==> src/rtl/cnn_pkg.sv <==
// Shared definitions for the CNN datapath stages.
// Holds default lane widths, the default frame length, and a saturating
// clamp helper used by the per-lane activation logic.
package cnn_pkg;

    // Default per-lane widths: accumulator input and activation output.
    localparam int unsigned CNN_DATA_W    = 30;
    localparam int unsigned CNN_OUT_W     = 16;

    // Default number of beats per frame.
    localparam int unsigned CNN_FRAME_LEN = 64;

    // Working width for the clamp; wide enough for any DATA_W the stages use.
    localparam int unsigned CLAMP_W       = 64;

    // Clamp result: clipped value plus a flag that a bound was hit.
    typedef struct packed {
        logic                      sat;
        logic signed [CLAMP_W-1:0] val;
    } clamp_t;

    // Clip v into [lo, hi]; sat marks that either bound was applied.
    function automatic clamp_t sat_clamp(
        input logic signed [CLAMP_W-1:0] v,
        input logic signed [CLAMP_W-1:0] lo,
        input logic signed [CLAMP_W-1:0] hi
    );
        clamp_t r;
        r.sat = 1'b0;
        r.val = v;
        if (v > hi) begin
            r.sat = 1'b1;
            r.val = hi;
        end else if (v < lo) begin
            r.sat = 1'b1;
            r.val = lo;
        end
        return r;
    endfunction

endpackage

==> src/rtl/relu_lane.sv <==
// Combinational per-lane activation: rectify, requantise by an arithmetic
// right shift, then saturate to OUT_W bits.
//
// Build option: LEAKY_RELU_EN
//   undefined - ReLU, unsigned output in [0, 2^OUT_W-1]
//   defined   - leaky ReLU (negative inputs scaled by 2^-LEAK_SHIFT),
//               two's-complement output in [-2^(OUT_W-1), 2^(OUT_W-1)-1]
//
// Ports:
//   x      in   DATA_W  signed accumulator value
//   y_c    out  OUT_W   activated, requantised, clamped value
//   sat_c  out  1       set when the clamp was applied
module relu_lane
    import cnn_pkg::*;
#(
    parameter int unsigned DATA_W     = CNN_DATA_W,
    parameter int unsigned OUT_W      = CNN_OUT_W,
    parameter int unsigned SHIFT      = 8,
    parameter int unsigned LEAK_SHIFT = 3
) (
    input  logic signed [DATA_W-1:0] x,
    output logic        [OUT_W-1:0]  y_c,
    output logic                     sat_c
);

    logic signed [CLAMP_W-1:0] x_w;
    logic signed [CLAMP_W-1:0] rect_w;
    logic signed [CLAMP_W-1:0] shift_w;
    clamp_t                    res;
    logic                      unused_hi;

    // Sign-extend into the wide working format.
    assign x_w = CLAMP_W'(x);

`ifdef LEAKY_RELU_EN
    localparam logic signed [CLAMP_W-1:0] LO = -(64'sd1 <<< (OUT_W - 1));
    localparam logic signed [CLAMP_W-1:0] HI = (64'sd1 <<< (OUT_W - 1)) - 64'sd1;

    // Negative values keep a small slope; the shift floors toward -inf.
    assign rect_w = (x_w >= 64'sd0) ? x_w : (x_w >>> LEAK_SHIFT);
`else
    localparam logic signed [CLAMP_W-1:0] LO = 64'sd0;
    localparam logic signed [CLAMP_W-1:0] HI = (64'sd1 <<< OUT_W) - 64'sd1;
    localparam int unsigned unused_leak_shift = LEAK_SHIFT;

    assign rect_w = (x_w > 64'sd0) ? x_w : '0;
`endif

    // Requantise: floor division by 2^SHIFT.
    assign shift_w = rect_w >>> SHIFT;

    assign res   = sat_clamp(shift_w, LO, HI);
    assign y_c   = res.val[OUT_W-1:0];
    assign sat_c = res.sat;

    // Upper bits are always sign/zero copies once clamped.
    assign unused_hi = ^res.val[CLAMP_W-1:OUT_W];

endmodule

==> src/rtl/relu_stream.sv <==
// Streaming multi-lane ReLU stage with valid/ready handshake.
// Each accepted beat is activated per lane (relu_lane), tagged with an
// end-of-frame marker from a beat counter, and held in an output register
// backed by one skid register so the input side can use a registered ready.
//
// Build option: LEAKY_RELU_EN (selects leaky ReLU with signed output lanes).
//
// Ports:
//   clk        in   1            rising-edge clock
//   rst_n      in   1            synchronous active-low reset
//   enable     in   1            0 blocks new input; buffered beats still drain
//   in_valid   in   1            input beat valid
//   in_ready   out  1            input beat accepted when in_valid && in_ready
//   in_data    in   LANES*DATA_W lane i at [i*DATA_W +: DATA_W], signed
//   out_valid  out  1            output beat valid
//   out_ready  in   1            downstream ready
//   out_data   out  LANES*OUT_W  lane i at [i*OUT_W +: OUT_W]
//   out_sat    out  LANES        per-lane saturation flag
//   out_last   out  1            beat is the last of its frame
//   done_relu  out  1            one-cycle pulse after a last beat leaves
module relu_stream
    import cnn_pkg::*;
#(
    parameter int unsigned DATA_W     = CNN_DATA_W,
    parameter int unsigned LANES      = 4,
    parameter int unsigned OUT_W      = CNN_OUT_W,
    parameter int unsigned SHIFT      = 8,
    parameter int unsigned FRAME_LEN  = CNN_FRAME_LEN,
    parameter int unsigned LEAK_SHIFT = 3
) (
    input  logic                     clk,
    input  logic                     rst_n,
    input  logic                     enable,
    input  logic                     in_valid,
    output logic                     in_ready,
    input  logic [LANES*DATA_W-1:0]  in_data,
    output logic                     out_valid,
    input  logic                     out_ready,
    output logic [LANES*OUT_W-1:0]   out_data,
    output logic [LANES-1:0]         out_sat,
    output logic                     out_last,
    output logic                     done_relu
);

    localparam int unsigned CNT_W  = (FRAME_LEN > 1) ? $clog2(FRAME_LEN) : 1;
    localparam int unsigned DATA_O = LANES * OUT_W;
    // Beat layout: {last, sat[LANES], data[LANES*OUT_W]}
    localparam int unsigned BEAT_W = DATA_O + LANES + 1;
    localparam logic [CNT_W-1:0] CNT_MAX = CNT_W'(FRAME_LEN - 1);

    logic [DATA_O-1:0] lane_data_c;
    logic [LANES-1:0]  lane_sat_c;
    logic [BEAT_W-1:0] new_beat_c;
    logic              accept_c;
    logic              drain_c;

    logic              out_valid_q, out_valid_d;
    logic [BEAT_W-1:0] out_beat_q,  out_beat_d;
    logic              skid_valid_q, skid_valid_d;
    logic [BEAT_W-1:0] skid_beat_q, skid_beat_d;
    logic [CNT_W-1:0]  cnt_q, cnt_d;
    logic              in_ready_q, in_ready_d;
    logic              done_q, done_d;

    // Per-lane activation datapath.
    for (genvar i = 0; i < LANES; i++) begin : g_lane
        relu_lane #(
            .DATA_W     (DATA_W),
            .OUT_W      (OUT_W),
            .SHIFT      (SHIFT),
            .LEAK_SHIFT (LEAK_SHIFT)
        ) u_lane (
            .x     (in_data[i*DATA_W +: DATA_W]),
            .y_c   (lane_data_c[i*OUT_W +: OUT_W]),
            .sat_c (lane_sat_c[i])
        );
    end

    assign accept_c   = in_valid && in_ready_q;
    assign drain_c    = out_valid_q && out_ready;
    assign new_beat_c = {(cnt_q == CNT_MAX), lane_sat_c, lane_data_c};

    // Next-state: output/skid occupancy, frame counter, registered ready.
    always_comb begin
        out_valid_d  = out_valid_q;
        out_beat_d   = out_beat_q;
        skid_valid_d = skid_valid_q;
        skid_beat_d  = skid_beat_q;
        cnt_d        = cnt_q;
        done_d       = drain_c && out_beat_q[BEAT_W-1];

        if (accept_c) begin
            cnt_d = (cnt_q == CNT_MAX) ? '0 : cnt_q + CNT_W'(1);
        end

        if (!out_valid_q || drain_c) begin
            // Output slot frees up: oldest pending beat moves in first.
            if (skid_valid_q) begin
                out_valid_d  = 1'b1;
                out_beat_d   = skid_beat_q;
                skid_valid_d = accept_c;
                if (accept_c) begin
                    skid_beat_d = new_beat_c;
                end
            end else if (accept_c) begin
                out_valid_d = 1'b1;
                out_beat_d  = new_beat_c;
            end else begin
                out_valid_d = 1'b0;
            end
        end else if (accept_c) begin
            // Output stalled: park the beat in the skid register.
            skid_valid_d = 1'b1;
            skid_beat_d  = new_beat_c;
        end

        // Ready is offered only while the skid slot is guaranteed free.
        in_ready_d = enable && !skid_valid_d;
    end

    // State registers with synchronous reset.
    always_ff @(posedge clk) begin
        if (!rst_n) begin
            out_valid_q  <= 1'b0;
            out_beat_q   <= '0;
            skid_valid_q <= 1'b0;
            skid_beat_q  <= '0;
            cnt_q        <= '0;
            in_ready_q   <= 1'b0;
            done_q       <= 1'b0;
        end else begin
            out_valid_q  <= out_valid_d;
            out_beat_q   <= out_beat_d;
            skid_valid_q <= skid_valid_d;
            skid_beat_q  <= skid_beat_d;
            cnt_q        <= cnt_d;
            in_ready_q   <= in_ready_d;
            done_q       <= done_d;
        end
    end

    assign in_ready  = in_ready_q;
    assign out_valid = out_valid_q;
    assign out_data  = out_beat_q[DATA_O-1:0];
    assign out_sat   = out_beat_q[DATA_O +: LANES];
    assign out_last  = out_beat_q[BEAT_W-1];
    assign done_relu = done_q;

endmodule

==> config.mk <==
export PLATFORM = sky130hd
export DESIGN_NAME = relu_stream
export DESIGN_NICKNAME = d
export VERILOG_FILES = /design/src/rtl/cnn_pkg.sv /design/src/rtl/relu_lane.sv /design/src/rtl/relu_stream.sv
export SDC_FILE = /design/constraint.sdc
export NUM_CORES = 1
export LEC_CHECK = 0
export ABC_AREA = 1
export CORE_UTILIZATION = 45
export CTS_BUF_LIST = sky130_fd_sc_hd__clkbuf_4 sky130_fd_sc_hd__clkbuf_8
export DETAILED_ROUTE_END_ITERATION = 7
export PLACE_DENSITY = 0.8
export SLEW_MARGIN = 0
export SYNTH_ARGS = -nofsm -noshare
export SYNTH_HDL_FRONTEND = slang
export SYNTH_SLANG_ARGS = --single-unit
==> constraint.sdc <==
create_clock -name clk -period 1.35 [get_ports clk]
set_input_delay 0.27 -clock clk [delete_from_list [all_inputs] [get_ports clk]]
set_output_delay 0.27 -clock clk [all_outputs]
set_load 0.02 [all_outputs]
==> flow_summary.yaml, run 1 <==
hold_path:
  hold_path_class: "in2reg"
sta:
  fin_setup_tns_ns: -4.98
  fin_crit_ns: 1.48
  worstMarginPinSlew_ns: 0.276
  fin_ws_ns: -0.134
  slew_headroom_pct: 81.4
  post-route-period-util_pct: 110
  slew_violations: 0
  clock_skew_ns: 0.0100
  setup_viol: 99
  rsz0062_at_grt: "yes"
  hold_viol_final: 0
  fmax_ghz: 0.674
layout:
  fill_cells: 1100
  fin_area_sq_mm: 0.0111
  diodes: 0
  layout_common_cells: "nand2_1 (203), dfxtp_1 (145), buf_4 (125), inv_1 (108), clkdlybuf4s50_1 (103)"
  syn_to_final_growth_pct: 59.0
  final_common_cell: "nand2_1"
  drive_gt1_share_pct: 32.4
  fin_nets: 1477
worst_setup_path:
  crit_path_end_kind: "register"
  criticalPathCategory: "reg2reg"
  required_ns: 1.69
  cpMaxStageDelayCell: "dfxtp_4"
  crit_family: "buffers and inverters"
  cp.arrival_ns: 1.82
  critPathMaxFanout: 7
  crit_buf_inv: 4
  crit_path_frequent_cell: "inv_2"
  crit_chain: "inv_2, nor2_4, inv_2, nand2_2, clkinv_4, bufbuf_16, o21ai_0, a21oi_1"
  worst_setup_path_start_kind: "register"
  cpPeakStageDelay_ns: 0.35
clock_network:
  cts-hold-fix-buffers: 0
  cts_htree_levels: 4
  cts.sinks: 148
  cts_buffers: 17
  cts_tree: "done"
  cts_max_path_buffers: 2
  worstSkewPairLatency_ns: 0.46
  path_clk_slew_ns: 0.08
  root_buffer: "clkbuf_8"
synth:
  yosysWarnings: 0
  syn_area_per_cell_sq_um: 6.79
  synth-async-reset-ratio_pct: 0
  netlist_instances: 1028
  synthesis.area_sq_mm: 0.00698
  syn_nets: 1154
  yosysSeqAreaShare_pct: 42.4
  synth_cell_type_count: 21
  ys_ff_latch: 148
  synth_edf_count: 0
  synth_flop_cell: "dfxtp_1"
die:
  die_x_microns: 127
  die_area_sq_mm: 0.0160
  core_sq_mm: 0.0151
  rows: 45
  ios: 197
  die_h_microns: 127
  start_util_pct: 46.1
outcome:
  outcome: "finished, violations left"
  violations: "negative setup slack"
routing:
  ant_nets: 0
  drc: 0
  wl_per_cell_microns: 14.1
  via_per_inst: 5.15
  initialDrtViolationCount: 647
  wl_met2_microns: 10500
  route.layer.met1.wl_microns: 9490
  route.met3.wl_microns: 1450
  wl_microns: 21800
  dr.pass1.iters: 6
  via_count: 7997
  maxUsedRoutingLayer: "met4"
global_route:
  antenna_found_initial: 0
  grt_max_degree: 53
  grt_use_total_pct: 25.1
  grt_pass1_wl_microns: 32800
  overflow: 0
  first_global_vias: 7145
place:
  place.gp.congestion: 0.821
  place_area_sq_mm: 0.0103
  dpl.hpwl_microns: 13300
  io_buffers: 196
pwr:
  irDropWorstVdd_v: 0.000577
  power.density_mw_per_mm2: 882
  leakagePower_nw: 5.45
flow_run:
  maxCapViolCount: 0
==> flip-flops by register name, summed over array words and instances, names as in the netlist <==
register,cells
done_relu,1
out_valid,1
out_beat_q,69
in_ready,1
skid_beat_q,69
cnt_q,6
skid_valid_q,1
==> cell usage after synthesis, types with 3 or more instances <==
| cell type | number | share of area (%) |
|---|---|---|
| nand2_1 | 210 | 11 |
| dfxtp_1 | 148 | 42 |
| o21ai_0 | 142 | 10 |
| a21oi_1 | 135 | 9.7 |
| inv_1 | 111 | 6.0 |
| nand3_1 | 70 | 5.0 |
| or2_2 | 64 | 5.7 |
| nor2_1 | 63 | 3.4 |
| clkbuf_1 | 39 | 2.1 |
| buf_2 | 16 | 1.1 |
| buf_4 | 5 | 0.54 |
| nor3_1 | 5 | 0.36 |
| clkinv_1 | 4 | 0.21 |
| nor2_4 | 4 | 0.64 |
| o211ai_1 | 4 | 0.43 |
| inv_2 | 3 | 0.16 |
==> stage by stage <==
stage | utilization (%) | hold WS [ns] | std cells | setup WS [ns] | power [mW]
4_1_cts | 70.9 | 0.143 | 1543 | -0.0518 | 9.73
3_3_place_gp | 68.0 | 0.480 | 1501 | -0.432 | 6.40
3_5_place_dp | 68.0 | 0.492 | 1501 | -0.482 | 6.42
5_1_grt | 73.3 | 0.162 | 1552 | -0.226 | 10.2
2_1_floorplan | - | 0.384 | 1028 | -0.0606 | 5.37
6_report | 73.3 | 0.153 | 1552 | -0.134 | 9.79
==> worst paths after layout <==
kind,cells past startpoint,startpoint,endpoint,slack (ns)
max,8,out_valid,out_beat_q[13],-0.13
max reg2reg,8,out_valid,out_beat_q[13],-0.13
min,3,in_data[112],skid_beat_q[62],0.15
min reg2reg,2,cnt_q[5],cnt_q[5],0.50
==> where the power goes <==
part | total (mW) | internal (mW) | switching (mW)
clock network | 3.43 | 1.70 | 1.73
registers | 4.58 | 4.50 | 0.0788
logic | 1.79 | 0.917 | 0.872
total | 9.79 | 7.11 | 2.68
==> cell type report <==
type	instances	area, sq um	share of cell area (%)
sequential	148	2970	26.7
timing repair buffer	364	3360	30.3
clock buffer	19	255	2.30
inverter	118	455	4.10
multi-input combinational	702	3690	33.2
clock inverter	13	134	1.21
tap	188	235	2.12
==> cell families after synthesis <==
| family | synth area share [%] |
|---|---|
| simple gates | 26.6 |
| compound gates | 20.6 |
| fa+ha+maj | 0.179 |
| buf+inv | 10.1 |
| flops | 42.4 |
==> repair_timing <==
action | CTS | global route
setup endpoints to repair | 181 | 170
cloned | 3 | 9
gates resized for setup | 284 | 167
pin swaps | 10 | 20
setup buffers | 8 | 3
hold endpoints to repair | 0 | 0
==> tightest hold or removal path: stages <==
cell,delay (ns)
dlymetal6s2s_1,0.15
nand3_2,0.09
a21oi_1,0.05
==> layer usage <==
| layer | up-vias | global-route usage, % |
|---|---|---|
| met4 | 0 | 8.29 |
| met5 | - | 0 |
| met3 | 34 | 4.68 |
| met1 | 3666 | 32.2 |
| li1 | 3977 | - |
| met2 | 320 | 42.3 |
No activity file was read; power rests on OpenSTA's default activity.
==> run 2: changes to the inputs <==
==> constraint.sdc (replaced) <==
create_clock -name clk -period 1.35 [get_ports clk]
set_input_delay 0.3375 -clock clk [delete_from_list [all_inputs] [get_ports clk]]
set_output_delay 0.3375 -clock clk [all_outputs]
set_load 0.02 [all_outputs]
==> run 2 against run 1 <==
  * The flow still finishes with violations (negative setup slack)
  * Clock power rose by 5%
  * Core utilization is 0.41 points higher
  * Final area is 0.56% higher
  * Global-route usage up 1.1 points
  * Via count increased by 1.1%
  * Total power grew 2.1%
  * Non-clock buffer count is 36 lower
==> flow_summary.yaml, run 2 (synthesis gave the netlist of run 1 again) <==
outcome:
  outcome: "finished, violations left"
  violations: "negative setup slack"
worst_setup_path:
  crit_buf_inv: 4
  worst_setup_path_start_kind: "register"
  cpMaxStageDelayCell: "dfxtp_4"
  critPathMaxFanout: 17
  crit_path_frequent_cell: "inv_2"
  cp.arrival_ns: 1.90
  required_ns: 1.72
  criticalPathCategory: "reg2reg"
  cpPeakStageDelay_ns: 0.35
  crit_family: "compound AO/OA/AOI/OAI gates"
  crit_path_end_kind: "register"
  crit_chain: "inv_2, nor2_4, inv_2, a21oi_4, buf_6, buf_12, o21ai_0, a21oi_1"
routing:
  initialDrtViolationCount: 673
  route.met3.wl_microns: 1900
  wl_per_cell_microns: 15.6
  dr.pass1.iters: 7
  route.layer.met1.wl_microns: 9810
  wl_met2_microns: 11600
  maxUsedRoutingLayer: "met4"
  via_per_inst: 5.33
  via_count: 8083
  ant_nets: 0
  drc: 0
  wl_microns: 23700
place:
  io_buffers: 196
  place.gp.congestion: 0.813
  dp_cells: 1468
  dpl.hpwl_microns: 13300
  place_area_sq_mm: 0.0100
sta:
  slew_violations: 0
  fin_ws_ns: -0.176
  setup_viol: 81
  hold_viol_final: 0
  rsz0062_at_grt: "yes"
  worstMarginPinSlew_ns: 0.357
  post-route-period-util_pct: 113
  fin_setup_tns_ns: -2.76
  clock_skew_ns: 0.00779
  fin_crit_ns: 1.53
  slew_headroom_pct: 75.9
  fmax_ghz: 0.655
pwr:
  power.density_mw_per_mm2: 895
  leakagePower_nw: 5.76
  irDropWorstVdd_v: 0.000676
clock_network:
  cts.sinks: 148
  cts_buffers: 17
  worstSkewPairLatency_ns: 0.46
  cts_max_path_buffers: 2
  cts_htree_levels: 4
  path_clk_slew_ns: 0.08
  cts_tree: "done"
  root_buffer: "clkbuf_8"
die:
  start_util_pct: 46.1
  die_area_sq_mm: 0.0160
  die_x_microns: 127
  die_h_microns: 127
  rows: 45
  ios: 197
  core_sq_mm: 0.0151
layout:
  final_common_cell: "nand2_1"
  syn_to_final_growth_pct: 59.9
  layout_common_cells: "nand2_1 (183), dfxtp_1 (132), buf_4 (131), a21oi_1 (119), inv_1 (101)"
  top_regs: "out_beat_q: 69 flops, skid_beat_q: 69 flops, cnt_q: 6 flops"
  drive_gt1_share_pct: 34.2
  final_util_pct: 73.7
  fin_nets: 1444
  finalNonFillerCells: 1517
  fin_area_sq_mm: 0.0112
  diodes: 0
global_route:
  first_global_vias: 7180
  antenna_found_initial: 0
  grt_use_total_pct: 26.1
  grt_pass1_wl_microns: 33700
  overflow: 0
  grt_max_degree: 72
hold_path:
  hold_path_class: "in2reg"
flow_run:
  maxCapViolCount: 0
## run 2: changes by cell type in the layout (fill, tap and decap cells not counted), sizes merged
cell / delta
clkdlybuf4s50: -31
dlymetal6s2s: +31
buf: -30
clkdlybuf4s15: -5
clkinvlp: -5
clkinv: +3
nand2: +3
inv: -2
bufbuf: -1
bufinv: +1
clkbuf: +1
## run 2: per-layer routing
metal	track usage (%)	vias to the layer above
met5	0	-
met4	8.22	0
met3	5.78	54
met2	43.5	419
met1	33.7	3707
li1	-	3903
## run 2: through the flow
stage	total power [mW]	worst slack [ns]	hold slack, ns
after CTS	9.80	-0.0682	0.170
final	9.99	-0.176	0.192
after floorplan	5.38	-0.0615	0.451
after global placement	6.33	-0.526	0.473
after global routing	10.4	-0.262	0.185
after detailed placement	6.36	-0.545	0.465
## run 2: timing repair
action                                  4_1_cts  5_1_grt
hold buffers                                  0        0
gates cloned                                  5        8
buffers inserted                              3        4
pin swaps                                     8       67
endpoints found under the setup margin      203      170
gates resized for setup                     349      232
## run 2: path summary, 6_finish.rpt
kind | from | endpoint | slack, ns | cells after the start
hold reg to reg | out_beat_q[68] | done_relu | 0.47 | 2
hold / removal | rst_n | cnt_q[1] | 0.19 | 3
setup reg to reg | out_valid | skid_beat_q[5] | -0.18 | 8
setup / recovery | out_valid | skid_beat_q[5] | -0.18 | 8
## run 2: where the power goes
| group | switching (mW) | internal [mW] | total [mW] |
|---|---|---|---|
| combinational | 0.914 | 0.903 | 1.82 |
| sequential | 0.0823 | 4.50 | 4.58 |
| clock | 1.65 | 1.94 | 3.59 |
## run 2: cell type report
cell class / count / area, sq um
clock buffers: 20 / 275
flip-flops and latches: 148 / 2990
inverters: 118 / 467
well taps: 188 / 235
clock inverters: 10 / 131
repair buffers: 328 / 3170
multi-input cells: 705 / 3900
fillers: 1120 / 3980
## run 2: worst min-delay path, delay by kind of cell
| kind | cells | cell delay, ns |
|---|---|---|
| compound gates | 1 | 0.08 |
| buf+inv | 1 | 0.15 |
| simple gates | 1 | 0.04 |
